[config.mk]
export PLATFORM = sky130hd
export DESIGN_NAME = serial_adder_ctrl_flat
export DESIGN_NICKNAME = d
export VERILOG_FILES = /design/src/rtl/serial_adder_ctrl_if.sv /design/src/rtl/serial_adder_ctrl.sv /design/src/flat_wrapper.sv
export SDC_FILE = /design/constraint.sdc
export NUM_CORES = 1
export LEC_CHECK = 0
export BUFFER_PORTS_ARGS = -buffer_cell sky130_fd_sc_hd__buf_2
export CAP_MARGIN = 0
export CORE_ASPECT_RATIO = 1.25
export CORE_MARGIN = 2
export CORE_UTILIZATION = 30
export DETAILED_ROUTE_END_ITERATION = 6
export HOLD_SLACK_MARGIN = 0.1
export PLACE_DENSITY = 0.6
export SETUP_SLACK_MARGIN = 0.05
export SKIP_LAST_GASP = 1
export SYNTH_ARGS = -nofsm -noshare
export SYNTH_HDL_FRONTEND = slang
export SYNTH_SLANG_ARGS = --single-unit
[constraint.sdc]
create_clock -name clk -period 2.2 [get_ports clk]
set_input_delay 0.11 -clock clk [delete_from_list [all_inputs] [get_ports clk]]
set_output_delay 0.11 -clock clk [all_outputs]
set_load 0.02 [all_outputs]
[src/rtl/serial_adder_ctrl_if.sv]
// serial_adder_ctrl_if
//   Request/result bundle for the bit-serial adder sequencer.
//   The requester side uses the master modport and the adder uses the slave modport.
//   Optional feature macro: SERIAL_ADD_SUB_EN. When it is defined, the bundle
//   also carries the subtract-select line "sub".
interface serial_adder_ctrl_if #(
    parameter int WIDTH = 8
);
    // Request side
    logic             start;
    logic [WIDTH-1:0] a;
    logic [WIDTH-1:0] b;
    logic             cin;
`ifdef SERIAL_ADD_SUB_EN
    logic             sub;
`endif
    // Result side
    logic             busy;
    logic             done;
    logic [WIDTH-1:0] sum;
    logic             cout;

`ifdef SERIAL_ADD_SUB_EN
    modport master (
        output start, a, b, cin, sub,
        input  busy, done, sum, cout
    );
    modport slave (
        input  start, a, b, cin, sub,
        output busy, done, sum, cout
    );
`else
    modport master (
        output start, a, b, cin,
        input  busy, done, sum, cout
    );
    modport slave (
        input  start, a, b, cin,
        output busy, done, sum, cout
    );
`endif
endinterface

[src/rtl/serial_adder_ctrl.sv]
// serial_adder_ctrl
//   Bit-serial adder sequencer. It uses one full-adder cell and processes the
//   operands LSB first, one bit per clock. The carry between bits is held in a flop.
//   A request is accepted in IDLE or DONE. The sequencer then runs for WIDTH
//   cycles with busy high. It pulses done for one cycle with {cout,sum} = a + b + cin.
//   Optional feature macro: SERIAL_ADD_SUB_EN. When it is defined, sub=1 captures
//   ~b and forces the initial carry to 1, so the result is a - b.
//   In subtract mode, cout=1 means no borrow.
module serial_adder_ctrl #(
    parameter int WIDTH = 8
) (
    input  logic                 clk,
    input  logic                 rst_n,
    serial_adder_ctrl_if.slave   bus
);

    // Counter width; WIDTH is legal over 2..32, so at least one bit is needed
    localparam int CW = (WIDTH > 2) ? $clog2(WIDTH) : 1;
    localparam logic [CW-1:0] LAST_CNT = CW'(WIDTH - 1);
    localparam logic [CW-1:0] CNT_ONE  = CW'(1);

    typedef enum logic [1:0] {
        ST_IDLE = 2'd0,
        ST_RUN  = 2'd1,
        ST_DONE = 2'd2
    } state_t;

    // Single-bit full adder: returns {carry_out, sum_bit}
    function automatic logic [1:0] full_add(input logic x, input logic y, input logic c);
        logic s_bit;
        logic c_bit;
        s_bit = x ^ y ^ c;
        c_bit = (x & y) | (x & c) | (y & c);
        return {c_bit, s_bit};
    endfunction

    state_t           r_state;
    state_t           w_next_state;
    logic             w_accept;

    logic [WIDTH-1:0] r_a_sh;
    logic [WIDTH-1:0] r_b_sh;
    logic             r_carry;
    logic [CW-1:0]    r_cnt;
    logic [WIDTH-1:0] r_sum;
    logic             r_cout;
    logic             r_busy;
    logic             r_done;

    logic [1:0]       w_fa;
    logic [WIDTH-1:0] w_b_cap;
    logic             w_carry_cap;

    // Operand-capture values; in subtract mode B is inverted and the carry is seeded with 1
    always_comb begin
        w_b_cap     = bus.b;
        w_carry_cap = bus.cin;
`ifdef SERIAL_ADD_SUB_EN
        if (bus.sub) begin
            w_b_cap     = ~bus.b;
            w_carry_cap = 1'b1;
        end else begin
            w_b_cap     = bus.b;
            w_carry_cap = bus.cin;
        end
`endif
    end

    // The one full-adder cell working on the current LSBs and the held carry
    always_comb begin
        w_fa = full_add(r_a_sh[0], r_b_sh[0], r_carry);
    end

    // State register
    always_ff @(posedge clk or negedge rst_n) begin
        if (!rst_n) begin
            r_state <= ST_IDLE;
        end else begin
            r_state <= w_next_state;
        end
    end

    // Next-state logic and request acceptance; start during RUN is ignored
    always_comb begin
        w_next_state = r_state;
        w_accept     = 1'b0;
        case (r_state)
            ST_IDLE: begin
                if (bus.start) begin
                    w_next_state = ST_RUN;
                    w_accept     = 1'b1;
                end else begin
                    w_next_state = ST_IDLE;
                end
            end
            ST_RUN: begin
                if (r_cnt == LAST_CNT) begin
                    w_next_state = ST_DONE;
                end else begin
                    w_next_state = ST_RUN;
                end
            end
            ST_DONE: begin
                if (bus.start) begin
                    w_next_state = ST_RUN;
                    w_accept     = 1'b1;
                end else begin
                    w_next_state = ST_IDLE;
                end
            end
            default: begin
                w_next_state = ST_IDLE;
                w_accept     = 1'b0;
            end
        endcase
    end

    // Datapath: capture on accept; in RUN, shift operands right, push sum bit in at the MSB, and count
    always_ff @(posedge clk or negedge rst_n) begin
        if (!rst_n) begin
            r_a_sh  <= {WIDTH{1'b0}};
            r_b_sh  <= {WIDTH{1'b0}};
            r_carry <= 1'b0;
            r_cnt   <= {CW{1'b0}};
            r_sum   <= {WIDTH{1'b0}};
        end else if (w_accept) begin
            r_a_sh  <= bus.a;
            r_b_sh  <= w_b_cap;
            r_carry <= w_carry_cap;
            r_cnt   <= {CW{1'b0}};
            r_sum   <= r_sum;
        end else if (r_state == ST_RUN) begin
            r_a_sh  <= {1'b0, r_a_sh[WIDTH-1:1]};
            r_b_sh  <= {1'b0, r_b_sh[WIDTH-1:1]};
            r_carry <= w_fa[1];
            r_cnt   <= r_cnt + CNT_ONE;
            r_sum   <= {w_fa[0], r_sum[WIDTH-1:1]};
        end else begin
            r_a_sh  <= r_a_sh;
            r_b_sh  <= r_b_sh;
            r_carry <= r_carry;
            r_cnt   <= r_cnt;
            r_sum   <= r_sum;
        end
    end

    // Final carry is latched on the last RUN bit and held with sum afterwards
    always_ff @(posedge clk or negedge rst_n) begin
        if (!rst_n) begin
            r_cout <= 1'b0;
        end else if ((r_state == ST_RUN) && (r_cnt == LAST_CNT)) begin
            r_cout <= w_fa[1];
        end else begin
            r_cout <= r_cout;
        end
    end

    // Registered status flags that track the state being entered
    always_ff @(posedge clk or negedge rst_n) begin
        if (!rst_n) begin
            r_busy <= 1'b0;
            r_done <= 1'b0;
        end else begin
            r_busy <= (w_next_state == ST_RUN);
            r_done <= (w_next_state == ST_DONE);
        end
    end

    assign bus.busy = r_busy;
    assign bus.done = r_done;
    assign bus.sum  = r_sum;
    assign bus.cout = r_cout;

endmodule

[src/flat_wrapper.sv]
// flat-port wrapper written by rule: the top's interface ports become plain ports
module serial_adder_ctrl_flat 
#(
    parameter int WIDTH = 8
)
  (clk, rst_n, bus_start, bus_a, bus_b, bus_cin, bus_busy, bus_done, bus_sum, bus_cout);
  serial_adder_ctrl_if #(.WIDTH(WIDTH)) bus_i ();
  input  logic clk;
  input  logic rst_n;
  input wire logic [$bits(bus_i.start)-1:0] bus_start;
  input wire logic [$bits(bus_i.a)-1:0] bus_a;
  input wire logic [$bits(bus_i.b)-1:0] bus_b;
  input wire logic [$bits(bus_i.cin)-1:0] bus_cin;
  output wire logic [$bits(bus_i.busy)-1:0] bus_busy;
  output wire logic [$bits(bus_i.done)-1:0] bus_done;
  output wire logic [$bits(bus_i.sum)-1:0] bus_sum;
  output wire logic [$bits(bus_i.cout)-1:0] bus_cout;
  assign bus_i.start = bus_start;
  assign bus_i.a = bus_a;
  assign bus_i.b = bus_b;
  assign bus_i.cin = bus_cin;
  assign bus_busy = bus_i.busy;
  assign bus_done = bus_i.done;
  assign bus_sum = bus_i.sum;
  assign bus_cout = bus_i.cout;
  serial_adder_ctrl #(.WIDTH(WIDTH)) u_core (.clk(clk), .rst_n(rst_n), .bus(bus_i));
endmodule
# Yosys cells after proc, flatten, opt, wreduce, memory -nomap -nowiden
# Cells that the tools add are included.
[word_totals]
register_bits = 33
input_bits = 20
output_inout_bits = 11
wordCells = 41
[classes]
add_sub_neg = 1
n_eq_ne = 5
mux = 13
n_bitwise = 8
reduce_logical = 5
[ops]
columns = ["op", "n"]
rows = [
  ["8-bit 2-to-1 mux", 4],
  ["3-bit 2-to-1 mux", 2],
  ["1-bit 2-to-1 mux", 5],
  ["2-bit by 1-bit equality test with 1-bit output (second input constant)", 2],
  ["2-bit equality test (second input constant)", 2],
  ["2-bit case mux with 2 select lines", 1],
  ["3-bit by 1-bit adder with 3-bit output (second input constant)", 1],
  ["1-bit bitwise AND", 3],
  ["3-bit equality test (second input constant)", 1],
  ["2-bit logical NOT", 1],
  ["2-bit 2-to-1 mux", 1],
  ["1-bit OR", 2],
  ["2-bit AND reduction", 1],
  ["2-bit nonzero test", 1],
  ["2-bit OR reduction", 1],
  ["1-bit XOR", 2],
  ["1-bit logical AND", 1],
  ["1-bit inverter", 1],
]

# Longest topological paths before layout
# Gate-level depths: netlist of the first run.
[depth]
word_depth = 5
depth_mapped = 6
mapped_depth_nobuf = 5

# Least setup slack after synthesis of the first run
# Ideal clock, no wire load.
[synth_path]
kind = "reg2reg"
startpoint = "register u_core.r_cnt[0]"
endpoint = "register u_core.r_cnt[2]"
setup_ns = 0.121
t_arrival_ns = 1.228
required_time_ns = 2.079
setup_slack_ns = 0.851
path_stages_with_launch = 5
path_buffers = 0
period_less_slack_ns = 1.349
cell_sequence = "dfrtp_1 ha_1 ha_1 mux2_2 a22o_1"
[synth_via]
elab_chain_len = 3
[synth_rtl]
columns = ["item", "line_no", "rtl"]
rows = [
  ["start, declared", "serial_adder_ctrl.sv:44", "logic [CW-1:0] r_cnt;"],
  ["start signal, assigned", "serial_adder_ctrl.sv:124", "r_cnt <= {CW{1'b0}};"],
  ["start signal, assigned", "serial_adder_ctrl.sv:130", "r_cnt <= {CW{1'b0}};"],
  ["start signal, assigned", "serial_adder_ctrl.sv:136", "r_cnt <= r_cnt + CNT_ONE;"],
  ["3-bit by 1-bit adder with 3-bit output", "serial_adder_ctrl.sv:136", ""],
  ["3-bit 2-to-1 mux", "serial_adder_ctrl.sv:132", "end else if (r_state == ST_RUN) begin"],
  ["3-bit 2-to-1 mux", "serial_adder_ctrl.sv:126", "end else if (w_accept) begin"],
]
# No other way between the ends. The select of a mux whose other input is x is not followed.
# A chain may end at the register's enable or synchronous reset.

# Worst setup path after layout of the first run
[layout_path]
startpoint = "register u_core.r_state[0]"
endpoint = "register u_core.r_b_sh[7]"
[layout_via]
elab_chain_len = 4
word_cells_on_any_way = 7
classes_between = "2 x eq/ne; 2 x mux; 3 x reduce/logical"
[layout_rtl]
columns = ["item", "line_no", "rtl"]
rows = [
  ["start, declared", "serial_adder_ctrl.sv:37", "state_t r_state;"],
  ["start signal, assigned", "serial_adder_ctrl.sv:79", "r_state <= w_next_state;"],
  ["2-bit equality test or 2-bit logical NOT (tied branches)", "serial_adder_ctrl.sv:87", "case (r_state)"],
  ["2-bit OR reduction (no source line)", "-", ""],
  ["1-bit 2-to-1 mux", "-", ""],
  ["8-bit 2-to-1 mux or 2-bit nonzero test (tied branches)", "-", ""],
  ["end signal, assigned", "serial_adder_ctrl.sv:122", "r_b_sh <= {WIDTH{1'b0}};"],
  ["end signal, assigned", "serial_adder_ctrl.sv:128", "r_b_sh <= w_b_cap;"],
  ["end signal, assigned", "serial_adder_ctrl.sv:134", "r_b_sh <= {1'b0, r_b_sh[WIDTH-1:1]};"],
  ["end, declared", "serial_adder_ctrl.sv:42", "logic [WIDTH-1:0] r_b_sh;"],
]
# Parallel ways exist; a longest one is shown, timed or not.

==> impl_results.md, run 1 <==
* Status: finished, final reports clean
* Number of enable-type register cells in the synthesized netlist at 0
* Fillers at 490
* Hold Path Depth at 3
* Diode count at 0
* DIE HEIGHT at approximately 83 um
* DP Worst Slack at about 0.66 ns
* Site Rows at 28
* Switching share of power at a little under two fifths
* H-tree depth at 2
* Io pins at 31
* Total GRT Usage at 12.4%
* Rel. slew slack at a little over half
* Most frequent cell after synthesis: dfrtp_1
* Synth top cells by count: dfrtp_1 (33), inv_1 (13), o22ai_1 (12), a21oi_2 (10), mux2_2 (8)
* CP delay by family, top: flip-flops
* Synthesized cell area at ~1500 um^2
* R2r worst-path depth at 4
* Non-filler cells, final at about 210
* Clock Sink Count at 33
* Worst clock skew at 0.00506 ns
* Area grow syn2layout at 19.5%
* TritonRoute pass-1 iters at 4
* Multi-input gate area in the final layout at 541 um^2
* Yosys warnings at 0
* Global-route wire length before repair at 5090 um
* Hold_sp: bus_b[0]
* Final Cycle Share at 70.4%
* Final worst-path setup slack at roughly 0.65 ns
* Post-route setup TNS at 0 ns
* Fraction of the mapped netlist area in simple logic gates at 4.74%
* Full die area at between 5000 and 6000 um^2
* Post-cts resize count at 0
* CTS clk-pin slew, worst paths at about 0.06 ns
* Initial antenna violation count at 0
* Number of global-route vias before repair at approximately 1.1k
* Register Area at approximately 830 um^2
* Worst Hold Margin at around 0.11 ns
* Largest net degree at the start of global routing at 34
* P_leak at 0.807 nW
* Synth cell types at 22
* Delay of the slowest critical-path stage at 0.59 ns
* Syn_nets at approximately 140
* Hold WC Path Type: input pin to flip-flop
* Wirelength per Cell at 13.1 um
* Synth area leaders: dfrtp_1 (56%), mux2_2 (6.1%), a21oi_2 (5.9%), o22ai_1 (5.1%), inv_1 (3.3%)
* PortBufs at 30
* Xor-xnor portion of the synthesized cell area at 0%
* GRT overflow at 0
* Tmin final at roughly 1.5 ns
* Internal power at 0.00168 W
* Vias at about 1.0k
* Worst Setup End Kind: flip-flop
* Multiplexer area fraction after synthesis at 11.2%
* # placed instances at 202
* Transition time at the pin with the least slew margin at 0.712 ns
* Syn avg cell area at approximately 12 um^2
* Flops & latches, synth at 33
* WL final at 2810 um
* Slew Viols, Final at 0
* Pwr/cell area at 1530 nW/um^2
* Final Wtd Congestion at 0.680
* Core area at between 4000 and 5000 um^2
* Starting Density at between 30% and 40%
* Crit path cell chain: nand2b_1, buf_4, and2_4, a22o_1
* Clk pwr share at 16.0%
* CP required at roughly 2.4 ns
* Top_reg_cell synth: dfrtp_1
* CP max FO at 14
* Critical path depth in cells at 4
* Max Clk Rate at about 650 MHz
* Comb power frac at between 40% and 50%
* Worst Path Buf+Inv at 1
* Largest family of logic cells by synthesized area: compound AO/OA/AOI/OAI gates
* Reg2Reg Setup Slack at between 0.6 and 0.7 ns
* CP Class: flip-flop to flip-flop
* RSZ-0062 raised after global routing: no
* Setup-failing EPs final at 0
* Count of final hold-check violations at 0
* Hpwl dp at 1900 um
* Post-synth top area cell: dfrtp_1
* Residual DRC count at 0
* Max cap viols at 0
* Worst vdd ir at around 0.57 mV
* Critical R2R Launch: u_core.r_state[0]
* Slowest CP cell: dfrtp_1
* Total CTS buffers at 5
* Initial DRC count at 15
* Cells after Synth at ~120
* Crit path launch: u_core.r_state[0]
* DIE WIDTH at around 67 um
* Deepest clock path buffer count at 2
* Antenna viol nets, final at 0
* Share of the synthesized area in the top cell type at a little under three fifths
* Final nets at approximately 180
* Complex-gate fraction of the synthesized area at about 18%
* Worst skew pair latency at about 0.28 ns
* TritonCTS clock tree: yes
* Worst Setup Start Kind: flip-flop
* Switching power at roughly 0.0010 W
* Sequential Power Share at between 40 and 50%
* Clock root cell: clkbuf_8
* Register area share after synthesis at between 50% and 60%
* Crit path DAT at between 1.5 and 2 ns
* Share of cells above drive strength 1 at between 30% and 40%
* Ys async rst share at 100%
* Vias per inst at ~4.8
* Adder-Cell Fraction of Synth Area at around 3.0%
## what timing repair did
action / in CTS / in global routing
buffers inserted: 0 / 0
hold endpoints to repair: 36 / 0
hold buffers: 4 / 0
## worst reg2reg max path: cells and delay by family, from the launching register on
family          cells  cell delay [ns]
compound gates      1             0.17
buf+inv             1             0.21
flops               1             0.59
simple gates        2             0.53
## power groups by stage
stage / clock network [W] / registers, W / logic, W
2_1_floorplan: 0 / 0.00118 / 0.000888
3_3_place_gp: 0 / 0.00110 / 0.00113
3_5_place_dp: 0 / 0.00112 / 0.00118
4_1_cts: 0.000450 / 0.00111 / 0.00119
5_1_grt: 0.000477 / 0.00116 / 0.00129
6_report: 0.000433 / 0.00111 / 0.00116
## routing by layer
layer  up-vias  GRT usage [%]  part of all wire [%]
met2        24           20.1                    49
li1        483              -                     -
met1       508           14.5                    43
met4         0           7.35                   2.5
met5         -              0                     0
met3         5           3.79                   5.9
## state kept, by name (all words and copies together), names as in the netlist
signal,cells
u_core.bus.cout,1
u_core.r_state,2
u_core.r_carry,1
u_core.bus.done,1
u_core.r_a_sh,8
u_core.bus.busy,1
u_core.r_b_sh,8
u_core.bus.sum,8
u_core.r_cnt,3
## area by class of cell
type | count | share of cell area, %
clock buffer | 8 | 4.53
inverter | 13 | 2.76
multi-input combinational | 65 | 30.6
sequential | 33 | 46.7
tap | 60 | 4.25
timing repair buffer | 35 | 11.2
## layout by cell type, fill, tap and decap left out
master          n
dlygate4sd3_1   4
ha_1            2
nor2b_1         4
nand2b_4        1
o21ai_0         3
a211oi_1        3
nor2_1          3
a21oi_1         5
a21oi_2        10
buf_4           1
inv_1          13
nand3_1         1
o22ai_1        12
dfrtp_1        33
buf_2          30
a22o_1          4
clkbuf_1        3
nand2b_1        1
clkbuf_8        5
fa_1            1
mux2_2          8
and2_4          1
mux2i_1         3
mux2_4          3
## path summary, 6_finish.rpt
kind                                      to
max                         u_core.r_b_sh[7]
min                         u_core.r_b_sh[0]
max reg2reg                 u_core.r_b_sh[7]
min reg2reg                 u_core.r_a_sh[7]
max in group asynchronous  u_core.bus.sum[7]
min in group asynchronous   u_core.r_a_sh[3]
## metrics by stage
step	power [W]	util, %	instance area [um^2]
2_1_floorplan	0.00206	-	1480
3_5_place_dp	0.00229	34.8	1650
5_1_grt	0.00292	37.4	1770
6_report	0.00270	37.4	1770
4_1_cts	0.00275	37.4	1770
3_3_place_gp	0.00223	34.8	1650
## cells by family (layout without fill, tap and decap cells)
logic type,after synthesis,count (layout)
adders and majority gates,3,3
buffers and inverters,21,56
and+or+nand+nor,11,11
AOI/OAI and AO/OA,37,37
DFF,33,33
muxes,14,14
Power figures use the tool's default switching activity.
==> inputs of run 2 (changes only) <==
--- a/config.mk
+++ b/config.mk
@@ -12,7 +12,7 @@
 export CORE_UTILIZATION = 30
 export DETAILED_ROUTE_END_ITERATION = 6
 export HOLD_SLACK_MARGIN = 0.1
-export PLACE_DENSITY = 0.6
+export PLACE_DENSITY = 0.62
 export SETUP_SLACK_MARGIN = 0.05
 export SKIP_LAST_GASP = 1
 export SYNTH_ARGS = -nofsm -noshare
==> constraint.sdc (replaced) <==
create_clock -name clk -period 1.26 [get_ports clk]
set_input_delay 0.063 -clock clk [delete_from_list [all_inputs] [get_ports clk]]
set_output_delay 0.063 -clock clk [all_outputs]
set_load 0.02 [all_outputs]
==> run 2 against run 1 <==
Compared with the run above:
- the run now ends with setup timing left
- via count grew 14%
- combinational power up 140%
- count of clock-buffer cells in the layout decreased by 2
- global-route usage grew 1.1 points
- clock power increased by 74%
- sequential power up 74%
- non-clock buffer count rose by 33
- critical path type unchanged
==> impl_results.md, run 2 (synthesized netlist as in run 1, its figures left out) <==
* RSZ-0062 raised after global routing: yes (was no)
* Share of cells above drive strength 1 at 49.7% (was 38.3%)
* Total CTS buffers at 5 (unchanged)
* Worst clock skew at 0.00892 ns (was 0.00506 ns)
* Delay of the slowest critical-path stage at 0.42 ns (was 0.59 ns)
* CTS clk-pin slew, worst paths at 0.07 ns (was 0.06 ns)
* TritonCTS clock tree: yes (unchanged)
* Most frequent CP cell: ha_4
* Worst vdd ir at 0.670 mV (was 0.565 mV)
* Crit path launch: u_core.r_cnt[1] (was u_core.r_state[0])
* Core area at 4730 um^2 (unchanged)
* Slew Viols, Final at 0 (unchanged)
* Site Rows at 28 (unchanged)
* Rel. slew slack at 72.2% (was 52.5%)
* Full die area at 5510 um^2 (unchanged)
* Final Cycle Share at 109% (was 70.4%)
* Global-route wire length before repair at 5340 um (was 5090 um)
* PortBufs at 30 (unchanged)
* Crit path DAT at 1.55 ns (was 1.78 ns)
* Worst Setup End Kind: flip-flop (unchanged)
* Final Wtd Congestion at 0.694 (was 0.680)
* Hpwl dp at 2130 um (was 1900 um)
* CP max FO at 2 (was 14)
* DIE HEIGHT at 82.5 um (unchanged)
* Vias at 1161 (was 1020)
* Total GRT Usage at 13.5% (was 12.4%)
* Critical R2R Launch: u_core.r_cnt[1] (was u_core.r_state[0])
* Area grow syn2layout at 45.7% (was 19.5%)
* Max cap viols at 0 (unchanged)
* Final nets at 211 (was 176)
* Number of global-route vias before repair at 1190 (was 1111)
* Transition time at the pin with the least slew margin at 0.417 ns (was 0.712 ns)
* Count of final hold-check violations at 0 (unchanged)
* GRT overflow at 0 (unchanged)
* Vias per inst at 4.66 (was 4.77)
* TritonRoute pass-1 iters at 4 (unchanged)
* Worst skew pair latency at 0.29 ns (was 0.28 ns)
* Clock Sink Count at 33 (unchanged)
* Post-route setup TNS at -0.118 ns (was 0 ns)
* R2r worst-path depth at 4 (unchanged)
* Pwr/cell area at 2530 nW/um^2 (was 1530 nW/um^2)
* Setup-failing EPs final at 2 (was 0)
* Starting Density at 31.3% (unchanged)
* Commonest cells after routing, fill and taps aside: dfrtp_1 (32), buf_2 (30), buf_4 (19) (was dfrtp_1 (33), buf_2 (30), inv_1 (13))
* Hold WC Path Type: input pin to flip-flop (unchanged)
* H-tree depth at 2 (unchanged)
* Final worst-path setup slack at -0.116 ns (was 0.652 ns)
* Worst Path Buf+Inv at 0 (was 1)
* Wirelength per Cell at 13.1 um (about the same)
* Io pins at 31 (unchanged)
* Tmin final at 1.38 ns (was 1.55 ns)
* Antenna viol nets, final at 0 (unchanged)
* Status: finished with violations (was finished, final reports clean)
* DIE WIDTH at 66.8 um (unchanged)
* Residual DRC count at 0 (unchanged)
* Reg2Reg Setup Slack at -0.12 ns (was 0.65 ns)
* Fillers at 458 (was 490)
* Worst Setup Start Kind: flip-flop (unchanged)
* Critical path depth in cells at 4 (unchanged)
* Deepest clock path buffer count at 2 (unchanged)
* P_leak at 0.999 nW (was 0.807 nW)
* R2R Path End: u_core.r_cnt[2] (was u_core.r_b_sh[7])
* Initial antenna violation count at 0 (unchanged)
* Power Total at 0.00545 W (was 0.00270 W)
* Commonest non-fill, non-tap cell in the layout: dfrtp_1 (unchanged)
* Initial DRC count at 48 (was 15)
* Slowest CP cell: dfrtp_1 (unchanged)
* CP Class: flip-flop to flip-flop (unchanged)
* Worst setup path endpoint: u_core.r_cnt[2] (was u_core.r_b_sh[7])
* Max Clk Rate at 727 MHz (was 646 MHz)
* Largest net degree at the start of global routing at 34 (unchanged)
* Crit path cell chain: ha_4, ha_4, mux2_4, a22o_1 (was nand2b_1, buf_4, and2_4, a22o_1)
* Diode count at 0 (unchanged)
* Clock root cell: clkbuf_8 (unchanged)
* Violations in the final reports: setup timing
* WL final at 3270 um (was 2810 um)
* CP delay by family, top: flip-flops (unchanged)
* CP required at 1.44 ns (was 2.43 ns)
==> run 2: changes by cell type in the layout (fill, tap and decap cells not counted), sizes merged <==
| cell | previous run | this run |
|---|---|---|
| dlygate4sd3 | 4 | 17 |
| buf | 31 | 51 |
| nand2b | 2 | 3 |
| clkbuf | 8 | 6 |
| clkinv | 0 | 2 |
| and2 | 1 | 2 |
==> run 2: worst min-delay path by stage <==
stage | from | end | depth (start not counted)
finish | bus_a[1] | u_core.r_a_sh[1] | 3
floorplan | rst_n | u_core.bus.busy | 0
global route | bus_a[1] | u_core.r_a_sh[1] | 3
detailed placement | rst_n | u_core.r_a_sh[4] | 2
CTS | bus_a[1] | u_core.r_a_sh[1] | 3
global placement | rst_n | u_core.r_a_sh[5] | 2
==> run 2: report_power, final <==
group	internal, W	total [W]	switching [W]
sequential	0.00158	0.00193	0.000352
clock	0.000382	0.000752	0.000370
combinational	0.00148	0.00277	0.00129
total	0.00344	0.00545	0.00201
==> run 2: tightest hold or removal path: cells and delay by family <==
| family | cells | cell delay (ns) |
|---|---|---|
| buffers and inverters | 1 | 0.08 |
| AOI/OAI and AO/OA | 2 | 0.20 |
==> run 2: routing by layer <==
layer / wire [um] / share of wire, % / global-route usage [%] / vias up
met4: 106 / 3.2 / 8.16 / 0
met5: 0 / 0 / 0 / -
li1: - / - / - / 552
met2: 1720 / 53 / 23.0 / 25
met1: 1320 / 40 / 15.0 / 574
met3: 128 / 3.9 / 3.79 / 10
==> run 2: layout make-up <==
cell class                 count  area, um^2  area share (%)
timing repair buffer          68         485            22.5
clock inverter                 2        10.0           0.465
clock buffer                   6        72.6            3.37
sequential                    33         827            38.4
tap                           60        75.1            3.48
multi-input combinational     67         633            29.4
inverter                      13        51.3            2.38
==> run 2: repair_timing <==
action,in CTS,in global routing
setup buffers,6,6
setup endpoints to repair,19,18
pin swaps,4,2
hold buffers,17,0
resized for setup,6,6
hold endpoints to repair,49,0
cloned,1,1
==> run 2: stage by stage <==
stage	hold slack [ns]	utilization, %	cell area [um^2]	instances	worst slack (ns)
finish	0.111	45.6	2150	249	-0.116
global route	0.125	45.6	2150	249	-0.131
CTS	0.108	44.0	2080	242	-0.114
detailed placement	0.113	37.0	1750	210	-0.107
global placement	0.102	37.0	1750	210	-0.0343
floorplan	-0.233	-	1520	119	-0.0388
